## config.mk

```make
export PLATFORM = sky130hd
export DESIGN_NAME = whack_game_ctrl
export DESIGN_NICKNAME = d
export VERILOG_FILES = /design/src/rtl/whack_pkg.sv /design/src/rtl/lfsr16.sv /design/src/rtl/whack_game_ctrl.sv
export SDC_FILE = /design/constraint.sdc
export NUM_CORES = 1
export LEC_CHECK = 0
export BUFFER_PORTS_ARGS = -buffer_cell sky130_fd_sc_hd__buf_2
export CAP_MARGIN = 20
export CORE_MARGIN = 1.5
export CORE_UTILIZATION = 43
export CTS_CLUSTER_DIAMETER = 60
export DETAILED_ROUTE_END_ITERATION = 12
export HOLD_SLACK_MARGIN = 0.06
export SYNTH_ARGS = -nofsm -noshare
export SYNTH_HDL_FRONTEND = slang
export SYNTH_SLANG_ARGS = --single-unit
```

## constraint.sdc

```tcl
create_clock -name clk -period 2 [get_ports clk]
set_input_delay 0 -clock clk [delete_from_list [all_inputs] [get_ports clk]]
set_output_delay 0 -clock clk [all_outputs]
set_load 0.01 [all_outputs]
```

## src/rtl/whack_pkg.sv

```systemverilog
// rtl/whack_pkg.sv - shared encodings for the whack-a-mole game engine
package whack_pkg;

  typedef enum logic [1:0] {
    ST_IDLE = 2'd0,
    ST_PLAY = 2'd1,
    ST_OVER = 2'd2
  } game_state_t;

  localparam logic [7:0] BREAK        = 8'hF0;
  localparam logic [7:0] DEF_KEY_MOVE = 8'h23;
  localparam logic [7:0] DEF_KEY_HIT  = 8'h29;

endpackage

```

## src/rtl/lfsr16.sv

```systemverilog
// rtl/lfsr16.sv - 16-bit Galois LFSR, x^16+x^14+x^13+x^11
module lfsr16 #(
  parameter logic [15:0] SEED = 16'hACE1
) (
  input  logic        clk,
  input  logic        reset,
  input  logic        enable,
  output logic [15:0] state
);

  always_ff @(posedge clk or negedge reset) begin
    if (!reset) begin
      state <= SEED;
    end else if (enable) begin
      state <= {1'b0, state[15:1]} ^ (state[0] ? 16'hB400 : 16'h0000);
    end
  end

endmodule

```

## src/rtl/whack_game_ctrl.sv

```systemverilog
// rtl/whack_game_ctrl.sv - PS/2 key decoder and game FSM for the whack-a-mole core
module whack_game_ctrl
  import whack_pkg::*;
#(
  parameter int          N_HOLES       = 4,
  parameter int          POS_W         = $clog2(N_HOLES),
  parameter int          SCORE_W       = 5,
  parameter int          TIME_W        = 5,
  parameter int          GAME_SECONDS  = 30,
  parameter int          TICKS_PER_SEC = 8,
  parameter int          MOLE_TICKS    = 12,
  parameter logic [7:0]  KEY_MOVE      = DEF_KEY_MOVE,
  parameter logic [7:0]  KEY_HIT       = DEF_KEY_HIT,
  parameter logic [15:0] LFSR_SEED     = 16'hACE1
) (
  input  logic               clk,
  input  logic               reset,
  input  logic               tick,
  input  logic               key_valid,
  input  logic [7:0]         key_code,
  input  logic               start,
  output logic [1:0]         state,
  output logic [POS_W-1:0]   cursor_pos,
  output logic [POS_W-1:0]   mole_pos,
  output logic               mole_up,
  output logic [SCORE_W-1:0] score,
  output logic [TIME_W-1:0]  time_left,
  output logic               hit,
  output logic               miss
);

  localparam int SEC_W  = (TICKS_PER_SEC > 1) ? $clog2(TICKS_PER_SEC) : 1;
  localparam int LIFE_W = $clog2(MOLE_TICKS + 1);

  game_state_t        state_q, state_d;
  logic [POS_W-1:0]   cursor_q, cursor_d, mole_q, mole_d;
  logic               up_q, up_d, hit_q, hit_d, miss_q, miss_d;
  logic [SCORE_W-1:0] score_q, score_d;
  logic [TIME_W-1:0]  time_q, time_d;
  logic               brk_q, brk_d, mv_held_q, mv_held_d, ht_held_q, ht_held_d;
  logic [SEC_W-1:0]   sec_q, sec_d;
  logic [LIFE_W-1:0]  life_q, life_d;

  logic               move_ev, whack_ev, good, time_out;
  logic [15:0]        lfsr_q;
  logic [POS_W+7:0]   prod;
  logic [POS_W-1:0]   idx, spawn;
  logic               unused_bits;

  lfsr16 #(.SEED(LFSR_SEED)) u_lfsr (
    .clk    (clk),
    .reset  (reset),
    .enable (1'b1),
    .state  (lfsr_q)
  );

  // Scale the top LFSR byte onto 0..N_HOLES-1, then bump off the current hole
  assign prod  = {{POS_W{1'b0}}, lfsr_q[15:8]} * (POS_W+8)'(N_HOLES);
  assign idx   = prod[POS_W+7:8];
  assign spawn = (idx != mole_q) ? idx :
                 (idx == POS_W'(N_HOLES-1)) ? '0 : idx + 1'b1;
  assign unused_bits = ^{lfsr_q[7:0], prod[7:0]};

  always_ff @(posedge clk or negedge reset) begin
    if (!reset) begin
      state_q   <= ST_IDLE;
      cursor_q  <= '0;
      mole_q    <= '0;
      up_q      <= 1'b0;
      score_q   <= '0;
      time_q    <= TIME_W'(GAME_SECONDS);
      hit_q     <= 1'b0;
      miss_q    <= 1'b0;
      brk_q     <= 1'b0;
      mv_held_q <= 1'b0;
      ht_held_q <= 1'b0;
      sec_q     <= '0;
      life_q    <= '0;
    end else begin
      state_q   <= state_d;
      cursor_q  <= cursor_d;
      mole_q    <= mole_d;
      up_q      <= up_d;
      score_q   <= score_d;
      time_q    <= time_d;
      hit_q     <= hit_d;
      miss_q    <= miss_d;
      brk_q     <= brk_d;
      mv_held_q <= mv_held_d;
      ht_held_q <= ht_held_d;
      sec_q     <= sec_d;
      life_q    <= life_d;
    end
  end

  always_comb begin
    state_d   = state_q;
    cursor_d  = cursor_q;
    mole_d    = mole_q;
    up_d      = up_q;
    score_d   = score_q;
    time_d    = time_q;
    hit_d     = 1'b0;
    miss_d    = 1'b0;
    brk_d     = brk_q;
    mv_held_d = mv_held_q;
    ht_held_d = ht_held_q;
    sec_d     = sec_q;
    life_d    = life_q;
    move_ev   = 1'b0;
    whack_ev  = 1'b0;
    good      = 1'b0;
    time_out  = 1'b0;

    // A byte following F0 only releases a key; it never acts as a make code
    if (key_valid) begin
      if (brk_q) begin
        brk_d = 1'b0;
        if (key_code == KEY_MOVE) mv_held_d = 1'b0;
        if (key_code == KEY_HIT)  ht_held_d = 1'b0;
      end else if (key_code == BREAK) begin
        brk_d = 1'b1;
      end else if (key_code == KEY_MOVE && !mv_held_q) begin
        move_ev   = 1'b1;
        mv_held_d = 1'b1;
      end else if (key_code == KEY_HIT && !ht_held_q) begin
        whack_ev  = 1'b1;
        ht_held_d = 1'b1;
      end
    end

    if (move_ev) begin
      cursor_d = (cursor_q == POS_W'(N_HOLES-1)) ? '0 : cursor_q + 1'b1;
    end

    case (state_q)
      ST_PLAY: begin
        good = whack_ev && up_q && (cursor_q == mole_q);
        if (whack_ev) begin
          if (good) begin
            hit_d = 1'b1;
            up_d  = 1'b0;
            if (score_q != {SCORE_W{1'b1}}) score_d = score_q + 1'b1;
          end else begin
            miss_d = 1'b1;
          end
        end
        if (tick) begin
          if (sec_q == SEC_W'(TICKS_PER_SEC-1)) begin
            sec_d    = '0;
            time_d   = time_q - 1'b1;
            time_out = (time_q == TIME_W'(1));
          end else begin
            sec_d = sec_q + 1'b1;
          end
          if (!good) begin
            if (!up_q) begin
              up_d   = 1'b1;
              mole_d = spawn;
              life_d = LIFE_W'(MOLE_TICKS);
            end else if (life_q == LIFE_W'(1)) begin
              miss_d = 1'b1;
              mole_d = spawn;
              life_d = LIFE_W'(MOLE_TICKS);
            end else begin
              life_d = life_q - 1'b1;
            end
          end
          if (time_out) begin
            state_d = ST_OVER;
            up_d    = 1'b0;
          end
        end
      end
      default: begin
        if (start || whack_ev) begin
          state_d = ST_PLAY;
          score_d = '0;
          time_d  = TIME_W'(GAME_SECONDS);
          sec_d   = '0;
          up_d    = 1'b1;
          mole_d  = spawn;
          life_d  = LIFE_W'(MOLE_TICKS);
        end
      end
    endcase
  end

  assign state      = state_q;
  assign cursor_pos = cursor_q;
  assign mole_pos   = mole_q;
  assign mole_up    = up_q;
  assign score      = score_q;
  assign time_left  = time_q;
  assign hit        = hit_q;
  assign miss       = miss_q;

endmodule

```

=== Word level (Yosys, flattened, before mapping) ===
Index checks and enable logic that the tools add are counted.
W data, S select, Z words.

* Register bits after elaboration: 45
* Input port bits: 13
* Output and inout port bits: 19
* Logic and storage cells: 137

* $add $sub $neg: 6
* Equality and inequality tests: 24
* Multiplexer cells: 74
* Bitwise operators: 1
* Reductions and logical operators: 18

{| class="wikitable"
|+ Operators by type and width
! kind !! number
|-
| $mux W5 || 9
|-
| $mux W1 || 41
|-
| $mux W2 || 13
|-
| $mux W4 || 6
|-
| $eq A8 B6 Y1 const B || 2
|-
| $mux W16 || 1
|-
| $ne A2 B2 Y1 const B || 8
|-
| $xor A15 B16 Y16 || 1
|-
| $mux W3 || 4
|-
| $reduce_and A4 Y1 || 3
|-
| $reduce_and A3 Y1 || 3
|-
| $eq A8 B8 Y1 const B || 1
|-
| $ne A2 B1 Y1 const B || 3
|-
| $reduce_bool A2 Y1 || 3
|-
| $add A5 B1 Y5 const B || 1
|-
| $eq A5 B1 Y1 const B || 1
|-
| $ne A5 B5 Y1 const B || 1
|-
| $reduce_and A5 Y1 || 1
|-
| $sub A5 B1 Y5 const B || 1
|-
| $add A2 B1 Y2 const B || 2
|-
| $eq A2 B2 Y1 const B || 2
|-
| $eq A4 B1 Y1 const B || 1
|-
| $logic_and A1 B1 Y1 || 4
|-
| $sub A4 B1 Y4 const B || 1
|-
| 9 further kinds || 10
|}

=== Logic depth before layout (Yosys ltp) ===
* Depth in word-level cells: 16
* Gate-level depth with buffers: 7
* Gate-level depth less buffers: 7

=== By module ===
Synthesis repeated with hierarchy kept, for this count alone.

* Cell total of the unflattened synthesis: 200
* Area, all modules: 2321.0 µm²

{| class="wikitable"
|+ Modules (own cells, without submodules)
! module !! times used !! cells each !! area an instance (µm²) !! sequential area each (µm²)
|-
| whack_game_ctrl || 1 || 160 || 1665.3 || 730.7
|-
| lfsr16 || 1 || 40 || 655.6 || 410.4
|}

=== Worst setup path after synthesis ===
OpenSTA, ideal clock, no wires.

* Path type: reg-to-reg
* Start point: register mole_q[0] (netlist: mole_pos[0])
* End point: register score_q[1] (netlist: score[1])
* Library setup time: 121 ps
* Arrival time: 1621 ps
* Required time: 1879 ps
* Setup slack: 258 ps
* Cell stages (with the launch flop): 6
* Path buffers: 0
* Clock period less this slack: 1742 ps
* Cell sequence: dfrtp_1 -> xnor2_1 -> nand2_1 -> or4_4 -> o21a_1 -> a22o_1

* Cells in the longest elaborated chain, start to end: 4

{| class="wikitable"
|+ Ends and longest elaborated chain
! element !! RTL line !! text
|-
| from (decl) || whack_game_ctrl.sv:36 || <nowiki>logic [POS_W-1:0] cursor_q, cursor_d, mole_q, mole_d;</nowiki>
|-
| from (signal assigned) || whack_game_ctrl.sv:82 || <nowiki>mole_q <= mole_d;</nowiki>
|-
| $eq A2 B2 Y1 || whack_game_ctrl.sv:138 || <nowiki>good = whack_ev && up_q && (cursor_q == mole_q);</nowiki>
|-
| $logic_and A1 B1 Y1 || whack_game_ctrl.sv:138 ||
|-
| $ne A2 B2 Y1 (no line) || - ||
|-
| $reduce_and A4 Y1 (no line) || - ||
|-
| to (signal assigned) || whack_game_ctrl.sv:84 || <nowiki>score_q <= score_d;</nowiki>
|-
| to (decl) || whack_game_ctrl.sv:38 || <nowiki>logic [SCORE_W-1:0] score_q, score_d;</nowiki>
|}

Every way passes these cells.
A chain may end at the register's enable or synchronous reset.

=== Worst setup path after layout ===
* Start point: register score_q[0] (netlist: score[0])
* End point: register score_q[3] (netlist: score[3])

* Cells in the longest elaborated chain, start to end: 5
* Elaborated cells on any way between the ends: 8
* Those cells by class: 1 x add/sub; 2 x eq/ne; 4 x mux; 1 x reduce/logical

{| class="wikitable"
|+ Ends and longest elaborated chain
! element !! RTL line !! text
|-
| $add A5 B1 Y5 || whack_game_ctrl.sv:143 || <nowiki>if (score_q != {SCORE_W{1'b1}}) score_d = score_q + 1'b1;</nowiki>
|-
| $mux W5 || whack_game_ctrl.sv:143 ||
|-
| $mux W5 || whack_game_ctrl.sv:140 || <nowiki>if (good) begin</nowiki>
|-
| $mux W5 || whack_game_ctrl.sv:139 || <nowiki>if (whack_ev) begin</nowiki>
|-
| $mux W5 || whack_game_ctrl.sv:136 || <nowiki>case (state_q)</nowiki>
|}

Several ways; a longest one is shown, not always the timed one. The select of a mux whose other input is x is not followed.

==> results.txt <==
----------------------------------------------------
[Synthesis]
  Most frequently used flop master after synthesis ... sky130_fd_sc_hd__dfrtp_1
  Cell variety after synth ... 47
  Mapped cell area ... 2060 um2
  Post-synthesis share of cell area spent on and, or, nand and nor gates ... between 10% and 20%
  Ys async rst share ... 100%
  Synth warn ... 0
  Combinational family with the most area after synthesis ... simple AND/OR/NAND/NOR gates
  Arithmetic-cell share of the synthesized area counting full adders, half adders and majority gates ... 6.08%
  Mux share of post-synthesis cell area ... 1.03%
  Fraction of the mapped netlist area in compound gates ... around 12%
  Synthesized flop and latch total ... 45
  Synth Area in XOR/XNOR ... 5.11%
  Synth Net Count ... 203
  Post-synth EDFFs ... 0
  Register area share after synthesis ... 55.5%
  Average cell area after synthesis ... 11.4 um2
  Post-Syn Instances ... between 150 and 200

[Drt]
  Mean routed wirelength per cell ... 15.7 um
  Pre-antenna DRT Iters ... 4
  Detailed-route vias per instance ... around 5.6
  Residual DRC count ... 0
  Iteration-0 DRC count of the detailed router ... 93
  Via count of the routed design ... 1561
  Number of nets with antenna violations after detailed routing ... 0
  Final wirelength ... between 4000 and 5000 um

[Power and ir drop]
  Power share of the clock group ... about a quarter
  Pint ... ~1.5 mW
  Switching portion of total power ... 32.3%
  Leakage power figure ... 1.22 nW
  Relative contribution of combinational cells to total power ... approximately 22%
  Reg power frac ... between 50 and 60%
  Maximum vdd ir drop ... 0.000617 V
  Ratio of total power to cell area ... 917 nW/um2
  Reported net switching power ... roughly 730 uW

[Run]
  Maximum Capacitance Violations ... 0

[Worst setup path]
  Buffers & Inverters on Critical Path ... 0
  Worst r2r src ... score[0]$_DFFE_PN0P_
  Critical path arrival ... 2.11 ns
  Top fanout value on the critical path ... 5
  Cell mode on critical path ... sky130_fd_sc_hd__ha_1
  Series of cell instances along the critical path ... ha_1, and3_1, ha_1, nand4b_1, nor4_1, xnor2_1, nor2_1
  Endpoint class of the critical path ... flop
  Worst setup path start ... score[0]$_DFFE_PN0P_
  Setup CP Type ... reg2reg
  End of the critical path ... score[3]$_DFFE_PN0P_
  Top Family by Delay on Critical Path ... simple AND/OR/NAND/NOR gates
  Capture instance of the worst register-to-register path ... score[3]$_DFFE_PN0P_
  Crit-path max cell delay ... 0.43 ns
  WP depth ... 7
  Required time at the endpoint of the critical path ... 2.20 ns
  Worst r2r path cells ... 7
  Setup slack, reg-to-reg ... approximately 0.086 ns
  Startpoint kind of the worst setup timing path ... flop
  Critical path's slowest cell ... sky130_fd_sc_hd__dfrtp_1

[Finish]
  Antenna cell count ... 0
  Count of filler cells inserted in the layout ... 390
  Area of all sequential standard cells ... 1140 um2
  Multi-input gate area in the final layout ... 886 um2
  Layout cells sized above 1 ... 28.8%
  Number of nets at the end of the flow ... 251
  Area added between synthesis and finish ... 20.4%
  Final Instance Count excl. Fillers ... 281

[Timing]
  Slew at the pin closest to its max-slew limit ... 0.920 ns
  Setup Total Neg Slack ... 0 ns
  Max-Slew Margin vs Limit ... around two fifths
  Worst Hold Margin ... 0.0705 ns
  Fin crit period ... 1.91 ns
  Unrepaired setup endpoints after global routing ... false
  Period utilization ... a little over nine tenths
  Setup-violating endpoint count in the final report ... 0
  Number of pins exceeding their max-slew limit in the final report ... 0
  Final hold violation count ... 0
  Setup skew after layout ... 0.00802 ns
  Smallest setup slack after layout ... 0.0860 ns
  Achievable Freq ... 522 MHz

[Clocking]
  Number of H-tree levels ... 2
  Register clock-pin slew on the reported worst setup and hold paths ... 0.09 ns
  Clock tree buffer depth ... 2
  Clock Sink Count ... 45
  Source-to-sink clock delay at the later pin of the worst-skew pair ... 0.30 ns
  Setup Buffers After CTS ... 0
  Total CTS buffers ... 5
  CTS tree ... built
  Clock root buffer master ... sky130_fd_sc_hd__clkbuf_8

[Global routing]
  Vias in the first global route ... 1640
  Largest net degree at the start of global routing ... 44
  Wire length of the first global-routing pass ... 7450 um
  Total track usage ... 18.8%
  GR Overflow Total ... 0
  Initial antenna violation count ... 0

[Floorplanning]
  Die span in x ... 72.2 um
  Height of the chip ... 72.2 um
  Core area ... 4470 um2
  Die footprint ... 5210 um2
  Site row count ... 24
  Initial Utilization ... 46.0%
  Total I/O pin count ... 32

[Min path]
  HP Class ... in2reg
  Hold path depth ... 4
  HP Start ... key_code[6]

[Placement]
  Final weighted congestion in routability-driven placement ... around 0.85
  Estimated wirelength of the detail-placed design ... roughly 3200 um
  Placement-stage worst setup slack ... roughly 0.081 ns
  IO Port Bufs ... 31
  Placed instance count ... 267

[Run status]
  Run status ... complete, no violations

----------------------------------------------------
## logic make-up after synthesis
kind of cell | Yosys count
DFF | 45
adders and majority gates | 10
and+or+nand+nor | 66
buffers and inverters | 10
muxes | 2
xor gates and xnor gates | 12
AOI/OAI and AO/OA | 35
## power groups by stage
stage | registers, mW | clock network, mW | logic (mW)
after floorplan | 1.20 | 0 | 0.288
after global placement | 1.19 | 0 | 0.466
after detailed placement | 1.20 | 0 | 0.492
after CTS | 1.18 | 0.605 | 0.503
after global routing | 1.21 | 0.644 | 0.580
final | 1.19 | 0.584 | 0.502
## cells in the final DEF, fill, tap and decap left out, types with 2 or more instances in the layout
cell type                        n
sky130_fd_sc_hd__or3_1           2
sky130_fd_sc_hd__o2bb2ai_1       2
sky130_fd_sc_hd__clkbuf_8        5
sky130_fd_sc_hd__dfrtp_1        33
sky130_fd_sc_hd__buf_4           6
sky130_fd_sc_hd__nand2b_1        3
sky130_fd_sc_hd__xor2_1          5
sky130_fd_sc_hd__ha_1           10
sky130_fd_sc_hd__buf_2          31
sky130_fd_sc_hd__and3_1          2
sky130_fd_sc_hd__o31ai_1         4
sky130_fd_sc_hd__nand4_1         3
sky130_fd_sc_hd__nand2_2         2
sky130_fd_sc_hd__nand3_1         3
sky130_fd_sc_hd__a22o_1          3
sky130_fd_sc_hd__o21ai_0        11
sky130_fd_sc_hd__dfstp_2        12
sky130_fd_sc_hd__nand2_1        13
sky130_fd_sc_hd__nor3_1          5
sky130_fd_sc_hd__inv_1           8
sky130_fd_sc_hd__dlygate4sd3_1   6
sky130_fd_sc_hd__inv_6           2
sky130_fd_sc_hd__nand4b_1        2
sky130_fd_sc_hd__a21o_1          3
sky130_fd_sc_hd__nor2_1         16
sky130_fd_sc_hd__a41oi_1         2
sky130_fd_sc_hd__xnor2_1         7
sky130_fd_sc_hd__nor4_1          4
## synthesized netlist by cell type (all sizes together) (2+ instances only)
library cell | count | area [um2]
a21o | 3 | 22.5
a22o | 3 | 26.3
a41oi | 2 | 17.5
and3 | 2 | 12.5
dfrtp | 33 | 826
dfstp | 12 | 315
ha | 10 | 125
inv | 8 | 30.0
nand2 | 15 | 58.8
nand2b | 3 | 18.8
nand3 | 3 | 15.0
nand4 | 3 | 18.8
nand4b | 2 | 17.5
nor2 | 17 | 66.3
nor3 | 5 | 25.0
nor4 | 5 | 31.3
o21ai | 11 | 55.1
o2bb2ai | 2 | 17.5
o31ai | 4 | 30.0
or3 | 2 | 12.5
xnor2 | 7 | 61.3
xor2 | 5 | 43.8
## state kept, by name (all words and copies together), names as in the netlist
name,cells
miss,1
hit,1
brk_q,1
sec_q,3
mv_held_q,1
mole_up,1
cursor_pos,2
u_lfsr.state,16
life_q,4
time_left,5
state,2
mole_pos,2
ht_held_q,1
score,5
## cell type report
type | count | area share [%]
Tap cell | 52 | 2.63
Timing Repair Buffer | 43 | 10.5
Clock buffer | 5 | 2.78
Inverter | 8 | 1.21
Sequential cell | 45 | 46.1
Multi-Input combinational cell | 125 | 35.8
Clock inverter | 3 | 1.01
## metal layers
layer  routed length (um)  vias up  GRT usage (%)
met4                   75        0           7.55
met5                    0        -              0
met3                  226        8           4.44
met2                 2110       60           32.0
li1                     -      751              -
met1                 1990      742           23.1
## metrics by stage
stage                     instance area (um2)  util [%]  power, mW
after floorplan                          2060         -       1.49
after global placement                   2310      51.7       1.65
after detailed placement                 2310      51.7       1.69
after CTS                                2470      55.1       2.29
after global routing                     2480      55.3       2.43
final                                    2480      55.3       2.27
## worst reg2reg max path: stages (launching register included)
cell and delay (ns):
sky130_fd_sc_hd__dfrtp_1 0.43, sky130_fd_sc_hd__ha_1 0.23, sky130_fd_sc_hd__and3_1 0.15, sky130_fd_sc_hd__ha_1 0.23
sky130_fd_sc_hd__nand4b_1 0.20, sky130_fd_sc_hd__nor4_1 0.32, sky130_fd_sc_hd__xnor2_1 0.18, sky130_fd_sc_hd__nor2_1 0.06
## how the worst min path moves through the flow
| stage | endpoint | slack, ns |
|---|---|---|
| 6_report | ht_held_q$_DFFE_PN0P_ | 0.07 |
| 5_1_grt | ht_held_q$_DFFE_PN0P_ | 0.1 |
| 4_1_cts | ht_held_q$_DFFE_PN0P_ | 0.07 |
| 3_5_place_dp | ht_held_q$_DFFE_PN0P_ | 0.19 |
| 3_3_place_gp | brk_q$_DFFE_PN0P_ | 0.17 |
| 2_1_floorplan | brk_q$_DFFE_PN0P_ | -0.30 |
## repair_timing
item | 4_1_cts | 5_1_grt
setup endpoints to repair | 0 | 3
gates resized for setup | 0 | 3
endpoints found under the hold margin | 37 | 0
hold buffers | 6 | 0
Power figures use the tool's default switching activity.
